## src/rtl/mul_div_if.sv

```systemverilog
// Issue/writeback bundle between the issue stage, the iterative mul/div unit
// and the register memory write port.
interface mul_div_if #(
  parameter int B = 32,
  parameter int N = 5
);
  logic         start;
  logic [1:0]   op;
  logic [B-1:0] rs_data1;
  logic [B-1:0] rs_data2;
  logic [N-1:0] rd_addr;
  logic         busy;
  logic         done;
  logic [N-1:0] w_addr;
  logic [B-1:0] w_data;
  logic         write_en;

  // Issue side: drives requests, observes completion and writeback.
  modport master (
    output start, op, rs_data1, rs_data2, rd_addr,
    input  busy, done, w_addr, w_data, write_en
  );

  // Execute unit side.
  modport slave (
    input  start, op, rs_data1, rs_data2, rd_addr,
    output busy, done, w_addr, w_data, write_en
  );
endinterface

```

## src/rtl/mul_div_unit.sv

```systemverilog
// Iterative unsigned multiply/divide unit. One shift-add (multiply) and one
// restoring-division step are taken per cycle for B cycles; the result selected
// by the latched opcode is written back through the register memory port.
module mul_div_unit #(
  parameter int B = 32,
  parameter int N = 5
) (
  input logic     clk,
  input logic     rst_n,
  mul_div_if.slave bus
);
  localparam int CW = $clog2(B);
  localparam logic [CW-1:0] LAST_ITER = CW'(B - 1);

  typedef enum logic [1:0] {
    S_IDLE = 2'd0,
    S_RUN  = 2'd1,
    S_DONE = 2'd2
  } state_t;

  state_t         state_r;
  logic [CW-1:0]  cnt_r;
  logic [1:0]     op_r;
  logic [N-1:0]   rd_r;
  logic [B-1:0]   a_r;        // multiplicand
  logic [B-1:0]   b_r;        // divisor
  logic [2*B-1:0] acc_r;      // product accumulator; low half starts as multiplier
  logic [B-1:0]   quo_r;      // dividend shifting out, quotient shifting in
  logic [B:0]     rem_r;      // partial remainder
  logic           done_r;
  logic           we_r;
  logic [N-1:0]   w_addr_r;
  logic [B-1:0]   w_data_r;

  logic [B-1:0]   mcand_s;
  logic [B:0]     sum_s;
  logic [2*B-1:0] acc_next_s;
  logic [B:0]     rem_shift_s;
  logic [B:0]     diff_s;
  logic [B:0]     rem_next_s;
  logic           qbit_s;
  logic [B-1:0]   quo_next_s;
  logic [B-1:0]   result_s;

  function automatic logic [B-1:0] select_result(
    input logic [1:0]     op,
    input logic [2*B-1:0] prod,
    input logic [B-1:0]   quo,
    input logic [B-1:0]   rem
  );
    logic [B-1:0] res;
    case (op)
      2'b00:   res = prod[B-1:0];
      2'b01:   res = prod[2*B-1:B];
      2'b10:   res = quo;
      2'b11:   res = rem;
      default: res = prod[B-1:0];
    endcase
    return res;
  endfunction

  // One multiply step and one restoring-division step from the current state.
  always_comb begin
    mcand_s     = {B{1'b0}};
    qbit_s      = 1'b0;
    rem_next_s  = {(B+1){1'b0}};
    if (acc_r[0]) begin
      mcand_s = a_r;
    end else begin
      mcand_s = {B{1'b0}};
    end
    sum_s       = {1'b0, acc_r[2*B-1:B]} + {1'b0, mcand_s};
    acc_next_s  = {sum_s, acc_r[B-1:1]};
    // The remainder never exceeds B bits between steps, so the top bit drops out.
    rem_shift_s = (B+1)'({rem_r, quo_r[B-1]});
    diff_s      = rem_shift_s - {1'b0, b_r};
    // A zero divisor always "fits", yielding all-ones quotient and remainder = dividend.
    if (diff_s[B]) begin
      rem_next_s = rem_shift_s;
      qbit_s     = 1'b0;
    end else begin
      rem_next_s = diff_s;
      qbit_s     = 1'b1;
    end
    quo_next_s  = {quo_r[B-2:0], qbit_s};
    result_s    = select_result(op_r, acc_next_s, quo_next_s, rem_next_s[B-1:0]);
  end

  // Control FSM, datapath registers and registered writeback outputs.
  always_ff @(posedge clk or negedge rst_n) begin
    if (!rst_n) begin
      state_r  <= S_IDLE;
      cnt_r    <= {CW{1'b0}};
      op_r     <= 2'b00;
      rd_r     <= {N{1'b0}};
      a_r      <= {B{1'b0}};
      b_r      <= {B{1'b0}};
      acc_r    <= {(2*B){1'b0}};
      quo_r    <= {B{1'b0}};
      rem_r    <= {(B+1){1'b0}};
      done_r   <= 1'b0;
      we_r     <= 1'b0;
      w_addr_r <= {N{1'b0}};
      w_data_r <= {B{1'b0}};
    end else begin
      case (state_r)
        S_IDLE: begin
          done_r <= 1'b0;
          we_r   <= 1'b0;
          if (bus.start) begin
            op_r    <= bus.op;
            rd_r    <= bus.rd_addr;
            a_r     <= bus.rs_data1;
            b_r     <= bus.rs_data2;
            acc_r   <= {{B{1'b0}}, bus.rs_data2};
            quo_r   <= bus.rs_data1;
            rem_r   <= {(B+1){1'b0}};
            cnt_r   <= {CW{1'b0}};
            state_r <= S_RUN;
          end else begin
            state_r <= S_IDLE;
          end
        end
        S_RUN: begin
          acc_r <= acc_next_s;
          quo_r <= quo_next_s;
          rem_r <= rem_next_s;
          cnt_r <= cnt_r + CW'(1);
          if (cnt_r == LAST_ITER) begin
            state_r  <= S_DONE;
            done_r   <= 1'b1;
            we_r     <= (rd_r != {N{1'b0}});
            w_addr_r <= rd_r;
            w_data_r <= result_s;
          end else begin
            state_r  <= S_RUN;
          end
        end
        S_DONE: begin
          done_r  <= 1'b0;
          we_r    <= 1'b0;
          state_r <= S_IDLE;
        end
        default: begin
          done_r  <= 1'b0;
          we_r    <= 1'b0;
          state_r <= S_IDLE;
        end
      endcase
    end
  end

  assign bus.busy     = (state_r != S_IDLE);
  assign bus.done     = done_r;
  assign bus.write_en = we_r;
  assign bus.w_addr   = w_addr_r;
  assign bus.w_data   = w_data_r;
endmodule

```

## src/flat_wrapper.sv

```systemverilog
// flat-port wrapper written by rule: the top's interface ports become plain ports
module mul_div_unit_flat 
#(
  parameter int B = 32,
  parameter int N = 5
)
  (clk, rst_n, bus_start, bus_op, bus_rs_data1, bus_rs_data2, bus_rd_addr, bus_busy, bus_done, bus_w_addr, bus_w_data, bus_write_en);
  mul_div_if #(.B(B), .N(N)) bus_i ();
  input logic clk;
  input logic rst_n;
  input wire logic [$bits(bus_i.start)-1:0] bus_start;
  input wire logic [$bits(bus_i.op)-1:0] bus_op;
  input wire logic [$bits(bus_i.rs_data1)-1:0] bus_rs_data1;
  input wire logic [$bits(bus_i.rs_data2)-1:0] bus_rs_data2;
  input wire logic [$bits(bus_i.rd_addr)-1:0] bus_rd_addr;
  output wire logic [$bits(bus_i.busy)-1:0] bus_busy;
  output wire logic [$bits(bus_i.done)-1:0] bus_done;
  output wire logic [$bits(bus_i.w_addr)-1:0] bus_w_addr;
  output wire logic [$bits(bus_i.w_data)-1:0] bus_w_data;
  output wire logic [$bits(bus_i.write_en)-1:0] bus_write_en;
  assign bus_i.start = bus_start;
  assign bus_i.op = bus_op;
  assign bus_i.rs_data1 = bus_rs_data1;
  assign bus_i.rs_data2 = bus_rs_data2;
  assign bus_i.rd_addr = bus_rd_addr;
  assign bus_busy = bus_i.busy;
  assign bus_done = bus_i.done;
  assign bus_w_addr = bus_i.w_addr;
  assign bus_w_data = bus_i.w_data;
  assign bus_write_en = bus_i.write_en;
  mul_div_unit #(.B(B), .N(N)) u_core (.clk(clk), .rst_n(rst_n), .bus(bus_i));
endmodule
```

## config.mk

```make
export PLATFORM = sky130hd
export DESIGN_NAME = mul_div_unit_flat
export DESIGN_NICKNAME = d
export VERILOG_FILES = /design/src/rtl/mul_div_if.sv /design/src/rtl/mul_div_unit.sv /design/src/flat_wrapper.sv
export SDC_FILE = /design/constraint.sdc
export NUM_CORES = 1
export LEC_CHECK = 0
export CORE_MARGIN = 3
export CORE_UTILIZATION = 53
export DETAILED_ROUTE_END_ITERATION = 8
export PLACE_DENSITY = 0.81
export SYNTH_ARGS = -nofsm -noshare
export SYNTH_HDL_FRONTEND = slang
export SYNTH_SLANG_ARGS = --single-unit
```

## constraint.sdc

```tcl
create_clock -name clk -period 3.5 [get_ports clk]
set_input_delay 0.525 -clock clk [delete_from_list [all_inputs] [get_ports clk]]
set_output_delay 0.525 -clock clk [all_outputs]
set_load 0.02 [all_outputs]
```

==> summary.txt, run 1 <==
Route
  – Post-route ant nets: 0
  – Total wire length: 41200 microns
  – WL/cell: 20.0 microns
  – Vias per inst: 6.02
  – Initial drt markers: 1227
  – Via count: 12400
  – Remaining DRCs: 0
  – DRT Pass-1 Iters: 5

CTS
  – Hold_buf cts: 0
  – H-tree levels: 1
  – Longest Clk Path Bufs: 3
  – Worst-Skew Late Latency: 550 ps
  – CTS tree: done
  – Clock Pin Slew Worst Setup and Hold Paths: 60 ps
  – CTS buffer count: 28
  – Clock root buffer: clkbuf_16
  – Total clock sinks: 245

Timing
  – Worst rel slew slack: 41.9%
  – Fin. Hold Viols: 0
  – Worst Setup Slack, final: 96.2 ps
  – Clock Skew: 11.7 ps
  – Slew Viols, Final: 0
  – Worst slew pin tran: 869 ps
  – Fin crit share: 97.3%
  – Post-route minimum period: 3400 ps
  – Final setup vio count: 0
  – Fmax: 294 MHz
  – Setup tns final: 0 ps

Global route
  – Initial antenna violation count: 1
  – Total track usage: 28.7%
  – Number of global-route vias before repair: 12100
  – Met2 Use GR: 43.8%
  – Met3 usage: 6.72%
  – GR peak layer: met2
  – First-pass GRT wire length: 64800 microns
  – Met1 usage in global routing: 40.7%
  – Largest net degree at the start of global routing: 105
  – GRT overflow: 0

Run status
  – Outcome: finished clean

Synthesis
  – Cells after synthesis: 1593
  – Yosys top cell area share: 44.6%
  – Yosys reg bits: 245
  – Syn Std Cell Area: 0.0137 sq mm
  – Synth area leader: dfrtp_1
  – Unique masters post-synth: 64
  – Synthesized net count: 1735
  – Seq/Total Area, Yosys: 44.6%
  – Main synth FF type: dfrtp_1
  – Synth top area cells: dfrtp_1 (45%), nand2_1 (9.5%), ha_1 (6.0%)
  – Mapped Avg Cell Area: 8.62 sq um
  – EDFF count, synth: 0
  – Number of synthesis warnings: 0
  – Asr flop ratio synth: 100%

Power and ir drop
  – P_int: 11.3 mW
  – IR Drop Worst-Case VDD: 0.000561 V
  – Reg power frac: 26.3%
  – Net switching power: 9.51 mW
  – Power density cells: 1240 mW/mm^2
  – Sw Ratio: 45.8%
  – Leakage: 7.60 nW
  – Total power: 20.8 mW
  – Clock share of power: 15.1%
  – Combinational share of power: 58.6%

Critical path
  – Worst setup EP type: flop
  – Critical R2R Launch: u_core.quo_r[31]$_DFFE_PN0P_
  – Family with the most delay on the worst path: compound AO/OA/AOI/OAI gates
  – Arr. time, crit path: 3790 ps
  – Worst-path fanout max: 14
  – Worst Setup EP: u_core.bus.w_data[2]$_DFFE_PN0P_
  – Path length in cells of the critical path: 16
  – Worst setup SP type: flop
  – FF-to-FF path depth: 16
  – Critical path class: reg2reg
  – Crit-path cells: inv_1, ha_1, fa_1, nand2b_1, a21oi_2, o21a_1, o211ai_1, buf_4, a31o_2, a311oi_4, buf_6, buf_12, mux2i_1, nor2_1, a21oi_1, o21ai_0
  – Req. time, crit path: 3890 ps
  – Reg2reg end: u_core.bus.w_data[2]$_DFFE_PN0P_
  – CP max-delay cell: fa_1
  – Critical Path Source: u_core.quo_r[31]$_DFFE_PN0P_
  – Max stage delay on crit path: 400 ps
  – Register-to-register setup slack: 100 ps
  – Buf+Inv Stages, Crit Path: 4

Place
  – I/O Buffers: 113
  – Post-detail-place hpwl: 29200 microns
  – GPL Wtd Cong: 0.948
  – Pre-CTS setup slack: -124 ps
  – Cells after DPL: 2004

Floorplan
  – Die area: 0.0279 sq mm
  – Top-level port count: 114
  – Die Y: 167 microns
  – Initial Utilization: 54.2%
  – Core area: 0.0253 sq mm
  – Rows: 58
  – Die width: 167 microns

Min path
  – Min-Delay Path Class: in2async

Finish
  – Fin cells: 2062
  – Diodes inserted: 0
  – Layout cells sized above 1: 9.35%
  – Syn-to-layout area delta: 21.9%
  – Layout Nets: 1852

Flow run
  – Max-cap violations: 0
==> Yosys cell counts (7+ instances only) <==
library cell  instances
a211oi_1             21
a21o_1               29
a21oi_1              88
a221o_1               9
a31oi_1               8
and2_1               33
and3_1                7
clkbuf_1             82
dfrtp_1             245
ha_1                 66
inv_1                56
mux2i_1              23
nand2_1             347
nand2b_1             11
nand3_1             122
nand4_1               7
nor2_1               79
o211ai_1             23
o21a_1               17
o21ai_0             154
o21bai_1              9
xnor2_1              37
xor2_1               23
==> worst min path at each step <==
stage,start,to,slack [ps]
4_1_cts,rst_n,u_core.cnt_r[2]$_DFFE_PN0P_,70
2_1_floorplan,rst_n,u_core.a_r[0]$_DFFE_PN0P_,230
3_3_place_gp,u_core.a_r[31]$_DFFE_PN0P_,u_core.a_r[31]$_DFFE_PN0P_,450
6_report,rst_n,u_core.cnt_r[4]$_DFFE_PN0P_,30
5_1_grt,rst_n,u_core.cnt_r[2]$_DFFE_PN0P_,90
3_5_place_dp,u_core.a_r[31]$_DFFE_PN0P_,u_core.a_r[31]$_DFFE_PN0P_,460
==> flip-flops by register name, summed over array words and instances, names as in the netlist, 2 cells and up <==
name               count
u_core.cnt_r           5
u_core.quo_r          32
u_core.b_r            32
u_core.rem_r          32
u_core.acc_r          64
u_core.bus.w_data     32
u_core.rd_r            5
u_core.state_r         2
u_core.bus.w_addr      5
u_core.op_r            2
u_core.a_r            32
==> power groups by stage <==
stage / clock network, mW / registers, mW / logic [mW]
2_1_floorplan: 0 / 5.05 / 7.94
3_3_place_gp: 0 / 5.37 / 11.1
3_5_place_dp: 0 / 5.38 / 11.4
4_1_cts: 3.18 / 5.37 / 11.5
5_1_grt: 3.31 / 5.57 / 13.4
6_report: 3.14 / 5.46 / 12.2
==> worst reg2reg max path, stage by stage (launching register included) <==
cell and delay, ps:
dfrtp_1 370, inv_1 60, ha_1 220, fa_1 400, nand2b_1 190, a21oi_2 150, o21a_1 160, o211ai_1 90
buf_4 170, a31o_2 220, a311oi_4 210, buf_6 170, buf_12 150, mux2i_1 350, nor2_1 110, a21oi_1 140
o21ai_0 80
==> stage by stage <==
step	utilization (%)	cell area, sq um	hold slack [ps]
CTS	65.2	16500	67.4
detailed placement	61.1	15500	458
global route	66.1	16800	89.9
finish	66.1	16800	34.3
global placement	61.1	15500	453
floorplan	-	13700	229
==> area by class of cell <==
cell class / instances / area [sq um]
inverter: 59 / 224
multi-input combinational: 1200 / 7270
clock inverter: 12 / 170
clock buffer: 40 / 837
tap: 330 / 413
fill: 1989 / 8580
sequential: 245 / 6130
timing repair buffer: 176 / 1710
==> cell usage in the layout, fill, tap and decap left out, types with 23 or more instances in the layout <==
cell type,synthesis,routed
xor2_1,23,23
nor2_1,79,78
buf_4,1,55
o21ai_0,154,150
nand3_1,122,122
clkbuf_16,0,30
xnor2_1,37,36
ha_1,66,62
a21oi_1,88,80
dfrtp_1,245,244
a21o_1,29,29
and2_1,33,32
clkdlybuf4s50_1,0,112
inv_1,56,56
nand2_1,347,346
o211ai_1,23,23
==> metal layers <==
layer / vias to the layer above / part of all wire [%]
met1: 6001 / 43
met2: 537 / 44
met3: 89 / 9.5
met5: - / 0.029
met4: 2 / 3.2
li1: 5779 / -
==> repair_timing <==
item,CTS,global route
gates resized for setup,8,38
setup buffers,0,5
cloned,0,1
pin swaps,0,20
setup endpoints to repair,14,38
==> kinds of logic (layout without fill, tap and decap cells) <==
logic type | after synthesis | count (layout) | synth area share [%]
AOI/OAI and AO/OA | 416 | 416 | 19.0
xor gates and xnor gates | 60 | 60 | 3.83
adders and majority gates | 68 | 68 | 6.30
buffers and inverters | 148 | 287 | 4.10
DFF | 245 | 245 | 44.6
muxes | 28 | 28 | 2.41
and+or+nand+nor | 628 | 628 | 19.8
(Power assumes the default switching activity.)
==> run 2, diff against run 1 <==
==> constraint.sdc (replaced) <==
create_clock -name clk -period 2.8 [get_ports clk]
set_input_delay 0.42 -clock clk [delete_from_list [all_inputs] [get_ports clk]]
set_output_delay 0.42 -clock clk [all_outputs]
set_load 0.02 [all_outputs]
==> run 2 against run 1 <==
Net effect: the flow now finishes with violations (negative setup slack); via count rose by 20%; global-route usage rose by 5.0 points; sequential share of layout area fell by 5.3 points; largest cell class unchanged; highest routed layer unchanged.
==> summary.txt, run 2 (synthesized netlist as in run 1, its figures left out) <==
Critical path
  – FF-to-FF path depth: 17 (+1)
  – Register-to-register setup slack: -700 ps (-800 ps)
  – Worst setup SP type: flop
  – Critical R2R Launch: u_core.quo_r[31]$_DFFE_PN0P_
  – Req. time, crit path: 3250 ps (-640 ps)
  – Critical path class: reg2reg
  – Reg2reg end: u_core.bus.w_data[14]$_DFFE_PN0P_
  – Arr. time, crit path: 3960 ps (+170 ps)
  – Worst-path fanout max: 9 (-5)
  – Worst setup EP type: flop

Floorplan
  – Die Y: 167 microns (unchanged)
  – Initial Utilization: 54.2% (unchanged)
  – Core area: 0.0253 sq mm (unchanged)
  – Die width: 167 microns (unchanged)
  – Top-level port count: 114 (unchanged)
  – Rows: 58 (unchanged)
  – Die area: 0.0279 sq mm (unchanged)

Finish
  – Diodes inserted: 0 (unchanged)
  – Most common cell after layout, fill and taps aside: nand2_1
  – Syn-to-layout area delta: 42.8%
  – Fillers: 1445 (-27%)
  – Layout Nets: 2062 (+11%)
  – Largest register by flop count: u_core.acc_r
  – Layout cells sized above 1: 26.1% (+17 points)
  – Layout Utilization: 77.4% (+11 points)
  – Most frequent cells in the layout: nand2_1 (342), dfrtp_1 (242), buf_4 (230)
  – Max reg flops: 64 (unchanged)

CTS
  – Longest Clk Path Bufs: 3 (unchanged)
  – Clock Pin Slew Worst Setup and Hold Paths: 60 ps (about the same)
  – CTS tree: done
  – CTS buffer count: 28 (unchanged)
  – Total clock sinks: 245 (unchanged)
  – Worst-Skew Late Latency: 560 ps (about the same)
  – H-tree levels: 1 (unchanged)
  – Clock root buffer: clkbuf_16

Route
  – Vias per inst: 6.56 (+8.9%)
  – Total wire length: 53800 microns (+30%)
  – DRT Pass-1 Iters: 6 (+1)
  – WL/cell: 23.7 microns (+19%)
  – Initial drt markers: 2369 (+93%)
  – Via count: 14900 (+20%)
  – Post-route ant nets: 0 (unchanged)
  – Remaining DRCs: 0 (unchanged)

Global route
  – Met1 usage in global routing: 45.4% (+4.7 points)
  – Met3 usage: 7.41% (+0.69 points)
  – First-pass GRT wire length: 76000 microns (+17%)
  – Largest net degree at the start of global routing: 111 (+5.7%)
  – GR peak layer: met2
  – Total track usage: 33.7% (+5.0 points)
  – Met2 Use GR: 53.7% (+9.9 points)
  – Number of global-route vias before repair: 14000 (+16%)
  – Initial antenna violation count: 1 (unchanged)
  – GRT overflow: 0 (unchanged)

Place
  – Post-detail-place hpwl: 31300 microns (+6.9%)
  – I/O Buffers: 113 (unchanged)
  – Pre-CTS setup slack: -599 ps (-475 ps)
  – GPL Wtd Cong: 0.914 (-3.5%)

Timing
  – Slew Viols, Final: 0 (unchanged)
  – Worst slew pin tran: 1140 ps (+275 ps)
  – Final hold slack: 409 ps (+375 ps)
  – Fmax: 286 MHz (-2.8%)
  – Post-route minimum period: 3500 ps (+97.6 ps)
  – Final setup vio count: 82 (+82)
  – Fin. Hold Viols: 0 (unchanged)
  – Worst Setup Slack, final: -701 ps (-798 ps)
  – Worst rel slew slack: 23.5% (-18 points)
  – Clock Skew: 22.6 ps (+10.9 ps)
  – Fin crit share: 125% (+28 points)
  – RSZ-0062 raised after global routing: true

Min path
  – Hold Crit Depth: 3
  – Min-Delay Path Class: in2reg
  – Hold Path End: u_core.rd_r[3]$_DFFE_PN0P_
  – HP Start: bus_rd_addr[3]

Flow run
  – Max-cap violations: 0 (unchanged)

Run status
  – Failing checks: negative setup slack
  – Outcome: finished with violations
## run 2: area by class of cell
type	count	area, sq um	area share (%)
Multi-Input combinational cell	1200	8360	42.6
Sequential cell	245	6130	31.3
Timing Repair Buffer	385	3510	17.9
Clock buffer	36	782	3.99
Tap cell	330	413	2.11
Inverter	59	229	1.17
Clock inverter	14	171	0.874
Timing Repair inverter	1	11.3	0.0574
## run 2: per-layer routing
metal	routed length, microns	vias up
met4	3640	2
li1	-	6191
met5	7	-
met1	19200	7049
met2	24300	1252
met3	6610	388
## run 2: metrics by stage
step	setup TNS (ps)	instances	instance area, sq um
global placement	-21950	2160	16800
floorplan	-7650	1593	13900
CTS	-25540	2251	18900
global route	-42320	2270	19600
detailed placement	-29240	2160	16800
finish	-39080	2270	19600
## run 2: timing repair
action,CTS,global route
setup buffers,40,23
pin swaps,53,57
setup endpoints to repair,82,88
hold buffers,1,0
endpoints found under the hold margin,85,0
resized for setup,191,109
cloned,2,3
## run 2: worst max path at each step
stage	start	end	slack, ps	cells after the start
5_1_grt	u_core.acc_r[0]$_DFFE_PN0P_	u_core.bus.w_data[29]$_DFFE_PN0P_	-830	14
3_5_place_dp	u_core.b_r[5]$_DFFE_PN0P_	u_core.bus.w_data[16]$_DFFE_PN0P_	-600	14
4_1_cts	u_core.acc_r[0]$_DFFE_PN0P_	u_core.bus.w_data[19]$_DFFE_PN0P_	-530	12
6_report	u_core.quo_r[31]$_DFFE_PN0P_	u_core.bus.w_data[14]$_DFFE_PN0P_	-700	17
3_3_place_gp	u_core.b_r[5]$_DFFE_PN0P_	u_core.bus.w_data[27]$_DFFE_PN0P_	-520	14
2_1_floorplan	u_core.rem_r[4]$_DFFE_PN0P_	u_core.bus.w_data[23]$_DFFE_PN0P_	-320	11
## run 2: worst max-delay path: stages, from the launching register on
cell and delay, ps:
dfrtp_1 410, inv_2 80, ha_4 170, fa_2 350
nand2b_4 170, a21oi_4 130, o21a_1 190, o211ai_1 120
buf_4 200, a31o_4 250, a311oi_4 240, buf_8 230
buf_6 140, inv_8 40, buf_6 110, mux2i_4 180
a21o_1 170, a21oi_1 190
Power of run 2 is not shown: default switching activity piles up to over one toggle a cycle in this logic, so the estimate is an artifact.
